`src/rtl/wb_load_commit_pkg.sv`:
```
// Shared core definitions used by the write-back stage: load-op encodings
// and register-file index width.
package wb_load_commit_pkg;

  localparam int unsigned GPR_W = 5;

  typedef enum logic [2:0] {
    LOP_LW  = 3'd0,
    LOP_LB  = 3'd1,
    LOP_LBU = 3'd2,
    LOP_LH  = 3'd3,
    LOP_LHU = 3'd4
  } load_op_e;

endpackage

```
`src/rtl/load_align_ext.sv`:
```
// Selects the addressed byte/half of a read-data word and sign- or
// zero-extends it to 32 bits. Purely combinational.
module load_align_ext
  import wb_load_commit_pkg::*;
(
  input  logic [31:0] i_rdata,
  input  logic [1:0]  i_addr_lo,
  input  logic [2:0]  i_load_op,
  output logic [31:0] o_value
);

  logic [7:0]  w_byte;
  logic [15:0] w_half;

  always_comb begin
    w_byte = i_rdata[7:0];
    unique case (i_addr_lo)
      2'd0: w_byte = i_rdata[7:0];
      2'd1: w_byte = i_rdata[15:8];
      2'd2: w_byte = i_rdata[23:16];
      2'd3: w_byte = i_rdata[31:24];
      default: w_byte = i_rdata[7:0];
    endcase
  end

  // addr_lo[0] is ignored for halves; misalignment is trapped upstream.
  assign w_half = i_addr_lo[1] ? i_rdata[31:16] : i_rdata[15:0];

  always_comb begin
    o_value = i_rdata;
    case (i_load_op)
      LOP_LW:  o_value = i_rdata;
      LOP_LB:  o_value = {{24{w_byte[7]}}, w_byte};
      LOP_LBU: o_value = {24'd0, w_byte};
      LOP_LH:  o_value = {{16{w_half[15]}}, w_half};
      LOP_LHU: o_value = {16'd0, w_half};
      default: o_value = i_rdata;
    endcase
  end

endmodule

```
`src/rtl/wb_load_commit.sv`:
```
// Write-back stage: holds one instruction, commits ALU results at once and
// stalls loads until read data returns; discards data owed to flushed loads.
module wb_load_commit
  import wb_load_commit_pkg::*;
#(
  parameter int unsigned DROP_W = 2
) (
  input  logic             clk,
  input  logic             resetn,
  input  logic             ms_to_ws_valid,
  output logic             ws_allowin,
  input  logic [31:0]      ms_pc,
  input  logic             ms_gr_we,
  input  logic [GPR_W-1:0] ms_dest,
  input  logic [31:0]      ms_result,
  input  logic             ms_is_load,
  input  logic [2:0]       ms_load_op,
  input  logic [1:0]       ms_addr_lo,
  input  logic             data_data_ok,
  input  logic [31:0]      data_rdata,
  input  logic             ws_flush,
  output logic             rf_we,
  output logic [GPR_W-1:0] rf_waddr,
  output logic [31:0]      rf_wdata,
  output logic             ws_busy,
  output logic [GPR_W-1:0] ws_dest,
  output logic [31:0]      debug_wb_pc,
  output logic [3:0]       debug_wb_rf_wen,
  output logic [GPR_W-1:0] debug_wb_rf_wnum,
  output logic [31:0]      debug_wb_rf_wdata
);

  logic              r_valid;
  logic [31:0]       r_pc;
  logic              r_gr_we;
  logic [GPR_W-1:0]  r_dest;
  logic [31:0]       r_result;
  logic              r_is_load;
  logic [2:0]        r_load_op;
  logic [1:0]        r_addr_lo;
  logic [DROP_W-1:0] r_drop_cnt;
  logic [DROP_W-1:0] w_drop_cnt_nxt;

  logic        w_drop_zero;
  logic        w_ld_data;
  logic        w_commit;
  logic        w_accept;
  logic        w_flush_wait;
  logic        w_drop_inc;
  logic        w_drop_dec;
  logic        w_dest_nz;
  logic [31:0] w_ld_value;

  assign w_drop_zero  = (r_drop_cnt == '0);
  assign w_ld_data    = data_data_ok & w_drop_zero;
  assign w_commit     = r_valid & ~ws_flush & (~r_is_load | w_ld_data);
  assign ws_allowin   = ~r_valid | w_commit | ws_flush;
  assign w_accept     = ms_to_ws_valid & ws_allowin & ~ws_flush;
  assign w_flush_wait = r_valid & r_is_load & ws_flush;

  // A beat arriving as the owning load is flushed is simply discarded.
  assign w_drop_inc = w_flush_wait & ~w_ld_data;
  assign w_drop_dec = data_data_ok & ~w_drop_zero;

  always_comb begin
    w_drop_cnt_nxt = r_drop_cnt;
    if (w_drop_inc && !w_drop_dec) begin
      w_drop_cnt_nxt = r_drop_cnt + DROP_W'(1);
    end else if (w_drop_dec && !w_drop_inc) begin
      w_drop_cnt_nxt = r_drop_cnt - DROP_W'(1);
    end
  end

  always_ff @(posedge clk or negedge resetn) begin
    if (!resetn) begin
      r_valid    <= 1'b0;
      r_pc       <= '0;
      r_gr_we    <= 1'b0;
      r_dest     <= '0;
      r_result   <= '0;
      r_is_load  <= 1'b0;
      r_load_op  <= '0;
      r_addr_lo  <= '0;
      r_drop_cnt <= '0;
    end else begin
      if (w_accept) begin
        r_valid   <= 1'b1;
        r_pc      <= ms_pc;
        r_gr_we   <= ms_gr_we;
        r_dest    <= ms_dest;
        r_result  <= ms_result;
        r_is_load <= ms_is_load;
        r_load_op <= ms_load_op;
        r_addr_lo <= ms_addr_lo;
      end else if (w_commit || ws_flush) begin
        r_valid <= 1'b0;
      end
      r_drop_cnt <= w_drop_cnt_nxt;
    end
  end

  load_align_ext u_align (
    .i_rdata   (data_rdata),
    .i_addr_lo (r_addr_lo),
    .i_load_op (r_load_op),
    .o_value   (w_ld_value)
  );

  assign w_dest_nz = (r_dest != '0);
  assign rf_we     = w_commit & r_gr_we & w_dest_nz;
  assign rf_waddr  = r_dest;
  assign rf_wdata  = r_is_load ? w_ld_value : r_result;
  assign ws_busy   = r_valid & r_gr_we & w_dest_nz;
  assign ws_dest   = r_dest;

  assign debug_wb_pc       = r_pc;
  assign debug_wb_rf_wen   = {4{rf_we}};
  assign debug_wb_rf_wnum  = rf_waddr;
  assign debug_wb_rf_wdata = rf_wdata;

  a_no_drop_overflow : assert property (@(posedge clk) disable iff (!resetn)
    w_flush_wait |-> (r_drop_cnt != '1));

endmodule
```
`config.mk`:
```
export PLATFORM = sky130hd
export DESIGN_NAME = wb_load_commit
export DESIGN_NICKNAME = d
export VERILOG_FILES = /design/src/rtl/wb_load_commit_pkg.sv /design/src/rtl/load_align_ext.sv /design/src/rtl/wb_load_commit.sv
export SDC_FILE = /design/constraint.sdc
export NUM_CORES = 1
export LEC_CHECK = 0
export BUFFER_PORTS_ARGS = -buffer_cell sky130_fd_sc_hd__buf_2
export CAP_MARGIN = 40
export CORE_MARGIN = 1
export CORE_UTILIZATION = 47
export DETAILED_ROUTE_END_ITERATION = 16
export PLACE_DENSITY = 0.81
export SLEW_MARGIN = 40
export SYNTH_ARGS = -nofsm -noshare
export SYNTH_HDL_FRONTEND = slang
export SYNTH_HIERARCHICAL = 1
export SYNTH_SLANG_ARGS = --single-unit
```
`constraint.sdc`:
```
create_clock -name clk -period 3 [get_ports clk]
set_clock_uncertainty 0.2 [all_clocks]
set_input_delay 0.15 -clock clk [delete_from_list [all_inputs] [get_ports clk]]
set_output_delay 0.15 -clock clk [all_outputs]
set_load 0.01 [all_outputs]
```
Yosys cells after proc, flatten, opt, wreduce, memory -nomap -nowiden
Index checks and enable logic that the tools add are counted.
W data, S select, Z words.
- flip-flop bits (word level): 79
- input bits: 113
- output and inout bits: 118
- logic and storage cells: 57
- add/subtract/negate cells: 2
- eq/ne operators: 7
- mux-type cells: 8
- bitwise gates (word level): 21
- reduce and logical (&&, ||, !) cells: 10
- operators by type and width (cell ; number):
    $pmux W32 S4 ; 1
    $mux W32 ; 1
    $pmux W8 S4 ; 1
    $mux W16 ; 1
    $and A1 B1 Y1 ; 13
    $eq A3 B2 Y1 const B ; 2
    $not A1 Y1 ; 5
    $reduce_bool A5 Y1 ; 1
    $eq A2 B2 Y1 const B ; 2
    $logic_not A2 Y1 ; 2
    $mux W2 ; 2
    $reduce_bool A2 Y1 ; 2
    $eq A3 B1 Y1 const B ; 1
    $eq A3 B3 Y1 const B ; 1
    $or A1 B1 Y1 ; 3
    $add A2 B1 Y2 const B ; 1
    $eq A2 B1 Y1 const B ; 1
    $logic_and A1 B1 Y1 ; 2
    $logic_not A1 Y1 ; 2
    $mux W1 ; 2
    $sub A2 B1 Y2 const B ; 1
    $logic_or A1 B1 Y1 ; 1

Longest topological paths before layout
- depth after elaboration: 9
- gate-level depth with buffers: 9

Cells and area by module
The synthesis kept the hierarchy.
- by module, submodules not included (module ; instances ; cells an instance ; area each (µm²) ; seq. area each (µm²)):
    wb_load_commit ; 1 ; 264 ; 3968.8 ; 1976.9
    load_align_ext ; 1 ; 99 ; 883.3 ; 0.0

Worst setup path after synthesis
No wires, ideal clock.
- path kind: reg-to-output
- start: register r_addr_lo[1]
- end: output rf_wdata[16]
- arrival: 2.004 ns
- data required time: 2.650 ns
- slack: 0.646 ns
- stages on the path, launching flop included: 9
- buffers on the path: 3
- path through: dfrtp_1 buf_6 mux4_2 nand4b_4 o31ai_4 buf_6 a21o_1 mux2_2 buf_4
- cells in the longest elaborated chain, start to end: 4
- ends and longest elaborated chain (element ; RTL line ; source):
    from (decl) ; wb_load_commit.sv:40 ; logic [1:0] r_addr_lo;
    from (signal assigned) ; wb_load_commit.sv:94 ; r_addr_lo <= ms_addr_lo;
    $eq A2 B2 Y1, or another cell as far along ; load_align_ext.sv:17 ; unique case (i_addr_lo)
    $pmux W8 S4 ; load_align_ext.sv:17 ;
    $pmux W32 S4 (*) ; load_align_ext.sv:31 ; case (i_load_op)
    via w_ld_value[16] ; wb_load_commit.sv:52 ; logic [31:0] w_ld_value;
    $mux W32 (*) ; wb_load_commit.sv:112 ; assign rf_wdata = r_is_load ? w_ld_value : r_result;
    to (decl) ; wb_load_commit.sv:24 ; output logic [31:0] rf_wdata,
The timed path passes the listed nets; every way through them passes the cells marked *.

Worst setup path in the final report
- start: register r_load_op[0]
- end: output rf_wdata[7]
- cells in the longest elaborated chain, start to end: 3
- ends and longest elaborated chain (element ; RTL line ; source):
    from (decl) ; wb_load_commit.sv:39 ; logic [2:0] r_load_op;
    from (signal assigned) ; wb_load_commit.sv:93 ; r_load_op <= ms_load_op;
    $eq A3 B3 Y1, or another cell as far along ; load_align_ext.sv:31 ;
    $pmux W32 S4 (*) ; load_align_ext.sv:31 ;
    via w_ld_value[7] ; wb_load_commit.sv:52 ;
    $mux W32 (*) ; wb_load_commit.sv:112 ;
Marks and branches as above.

==> impl_metrics.env <==
export IMPL_cts_tree="yes"
export IMPL_grt_pass1_wl_mm=22.8
export IMPL_area_growth_syn_to_layout_pct=39.7
export IMPL_fp_coreArea_sq_um=9910
export IMPL_place_gp_congestion=0.892
export IMPL_syn_cell_area_sq_um=4850
export IMPL_maxCapViolations=0
export IMPL_dpl_hpwl_mm=9.14
export IMPL_grt_pass1_vias=4354
export IMPL_h_tree_depth=3
export IMPL_cp_slowest_cell="dfrtp_1"
export IMPL_path_cells="nor4bb_2 > a31oi_2 > a22oi_1 > nand2_1 > mux2_2 > buf_2"
export IMPL_yosys_warnings=6
export IMPL_grt_max_degree=80
export IMPL_rows=36
export IMPL_vias=3974
export IMPL_clkPwrFrac=0.201
export IMPL_post_route_min_period_ns=2.92
export IMPL_worstPathBufferInverterCount=1
export IMPL_max_clock_freq_mhz=342
export IMPL_vias_per_cell=5.24
export IMPL_cp_required_ns=2.65
export IMPL_crit_arrival_ns=2.57
export IMPL_die_area_sq_um=10700
export IMPL_postSynth_asyncResetShare=1.00
export IMPL_final_nets=735
export IMPL_tightestPinTransition_ns=0.744
export IMPL_synth_edf_count=0
export IMPL_synth_seq_cells=79
export IMPL_critPathKind="register to primary output"
export IMPL_ant_nets=0
export IMPL_diodes=0
export IMPL_cts_root_buffer="clkbuf_8"
export IMPL_portBuffers=230
export IMPL_peakVddDrop_mv=0.390
export IMPL_pwr_share_comb=0.470
export IMPL_initial_core_util=0.490
export IMPL_clock_latency_ns=0.37
export IMPL_overflow=0
export IMPL_fp_dieW_um=104
export IMPL_wl_per_cell_um=18.7
export IMPL_ys_types=45
export IMPL_cp_end_kind="primary output"
export IMPL_hold_viol_final=0
export IMPL_max_stage_delay_ns=0.64
export IMPL_crit_family="simple AND/OR/NAND/NOR gates"
export IMPL_syn_avg_cell_area_sq_um=13.4
export IMPL_antenna_found_initial=0
export IMPL_dr_pass1_iters=4
export IMPL_setup_viol=0
export IMPL_report_final_slew_viol_count=0
export IMPL_dr_first_iter_drc_count=164
export IMPL_cp_start_kind="register"
export IMPL_seqPwrFrac=0.329
export IMPL_die_h_um=104
export IMPL_synth_ff_type="dfrtp_1"
export IMPL_yosysTopAreaCell="dfrtp_1"
export IMPL_slew_headroom=0.504
export IMPL_ys_seq_area_frac=0.407
export IMPL_r2r_setup_slack_ns=0.93
export IMPL_numClockSinks=79
export IMPL_worst_hold_path_type="primary input to register"
export IMPL_synth_nets=477
export IMPL_switchingPower_w=0.00161
export IMPL_io_pins=231
export IMPL_pwr_density_cell_nw_per_um2=660
export IMPL_p_leak_nw=3.48
export IMPL_status="finished, final reports clean"
export IMPL_synth_cells=363
export IMPL_synthTopCellsByArea="dfrtp_1 (41%), mux2_4 (15%), mux2_2 (13%), buf_4 (7.4%), mux4_2 (3.2%)"
export IMPL_drt_total_wl_mm=14.2
export IMPL_ctsLongestPathBuffers=2
export IMPL_p_int_w=0.00286
export IMPL_drive_above_1_share=0.604
export IMPL_yosysTopAreaCellShare=0.407
export IMPL_cts_reportedPaths_clkPinSlew_ns=0.09
export IMPL_drc=0
export IMPL_cts_made_buffers=9
export IMPL_worst_path_max_fanout=17
export IMPL_grt_usage=0.273
export IMPL_switching_share=0.360
export IMPL_num_fill_cells=715
export IMPL_design_area_sq_um=6780
export IMPL_finalSetupTns_ns=0
export IMPL_finalCritPeriodShare=0.974
export IMPL_finalHoldWorstSlack_ns=0.0453
export IMPL_place_area_sq_um=5740
-- area by class of cell --
type	count	area [sq um]	area share
Clock buffer	10	128	0.0188
Inverter	1	3.75	0.000554
Tap cell	133	166	0.0245
Multi-Input combinational cell	213	2390	0.353
Clock inverter	6	92.6	0.0137
Sequential cell	79	1980	0.292
Timing Repair Buffer	317	2020	0.298
-- kinds of logic after synthesis --
group                      after synthesis  share of synthesized area
and+or+nand+nor                         32                     0.0462
xor gates and xnor gates                 5                     0.0106
AOI/OAI and AO/OA                       58                     0.0962
DFF                                     79                      0.407
adders and majority gates                1                    0.00258
buffers and inverters                   71                      0.108
muxes                                  117                      0.329
-- repair_timing --
| item | in CTS | in global routing |
|---|---|---|
| setup buffers | 0 | 1 |
| setup endpoints to repair | 0 | 32 |
| hold endpoints to repair | 156 | 0 |
| hold buffers | 79 | 0 |
| gates resized for setup | 0 | 4 |
-- flip-flops by register name, summed over array words and instances, names as in the netlist --
signal,cells
r_drop_cnt,2
r_gr_we,1
r_is_load,1
debug_wb_pc,32
r_load_op,3
debug_wb_rf_wnum,5
r_addr_lo,2
r_valid,1
r_result,32
-- tightest hold or removal path: stages --
cell	delay (ns)
buf_2	0.11
nor3b_2	0.17
o21bai_1	0.15
-- placed cells by master, fill, tap and decap left out, drive strengths merged, types with 2 or more instances in the layout --
cell / instances
and4: 2
a21oi: 2
a21o: 17
bufinv: 2
clkbuf: 10
nor2: 2
mux4: 8
and3: 7
buf: 238
a221o: 13
nor2b: 2
o211ai: 2
xnor2: 2
and2: 3
nand2b: 2
inv: 2
nand2: 4
dlygate4sd3: 79
o21ai: 10
clkinvlp: 2
dfrtp: 79
mux2: 107
nand3b: 2
a32oi: 7
xor2: 3
mux2i: 2
o21bai: 2
-- through the flow --
stage	power (W)	setup WS, ns	util	instances
3_3_place_gp	0.00340	0.392	0.578	663
2_1_floorplan	0.00299	0.646	-	363
5_1_grt	0.00470	-0.0445	0.684	759
3_5_place_dp	0.00346	0.435	0.579	663
4_1_cts	0.00445	0.0101	0.681	758
6_report	0.00447	0.0770	0.684	759
-- worst paths after layout --
kind | cells after the start | endpoint | startpoint
worst max-delay path | 6 | rf_wdata[7] | r_load_op[0]
worst min-delay path | 3 | r_valid | data_data_ok
worst max register to register | 6 | r_drop_cnt[1] | r_drop_cnt[0]
worst min register to register | 1 | r_result[30] | r_result[30]
max in group asynchronous | 2 | r_result[9] | resetn
min in group asynchronous | 2 | r_result[26] | resetn
-- synthesized netlist by cell type (4+ instances only) --
master	number
buf_4	48
a21o_1	17
buf_2	8
buf_6	9
mux2_4	50
and3_1	7
clkbuf_1	5
a221o_1	13
dfrtp_1	79
a32oi_1	7
mux4_2	7
o21ai_0	9
mux2_2	57
nand2_1	4
-- power by group through the flow --
stage          combinational, W  sequential, W  clock, W
2_1_floorplan           0.00152        0.00146         0
3_3_place_gp            0.00193        0.00146         0
3_5_place_dp            0.00198        0.00148         0
4_1_cts                 0.00207        0.00146  0.000921
5_1_grt                 0.00224        0.00150  0.000960
6_report                0.00210        0.00147  0.000900
-- per-layer routing --
layer,vias up,global-route usage,share of wire
met5,-,0,0
met4,0,0.0963,0.018
met3,18,0.0824,0.075
met2,209,0.488,0.52
met1,1931,0.306,0.39
li1,1816,-,-
No activity file was read; power rests on OpenSTA's default activity.
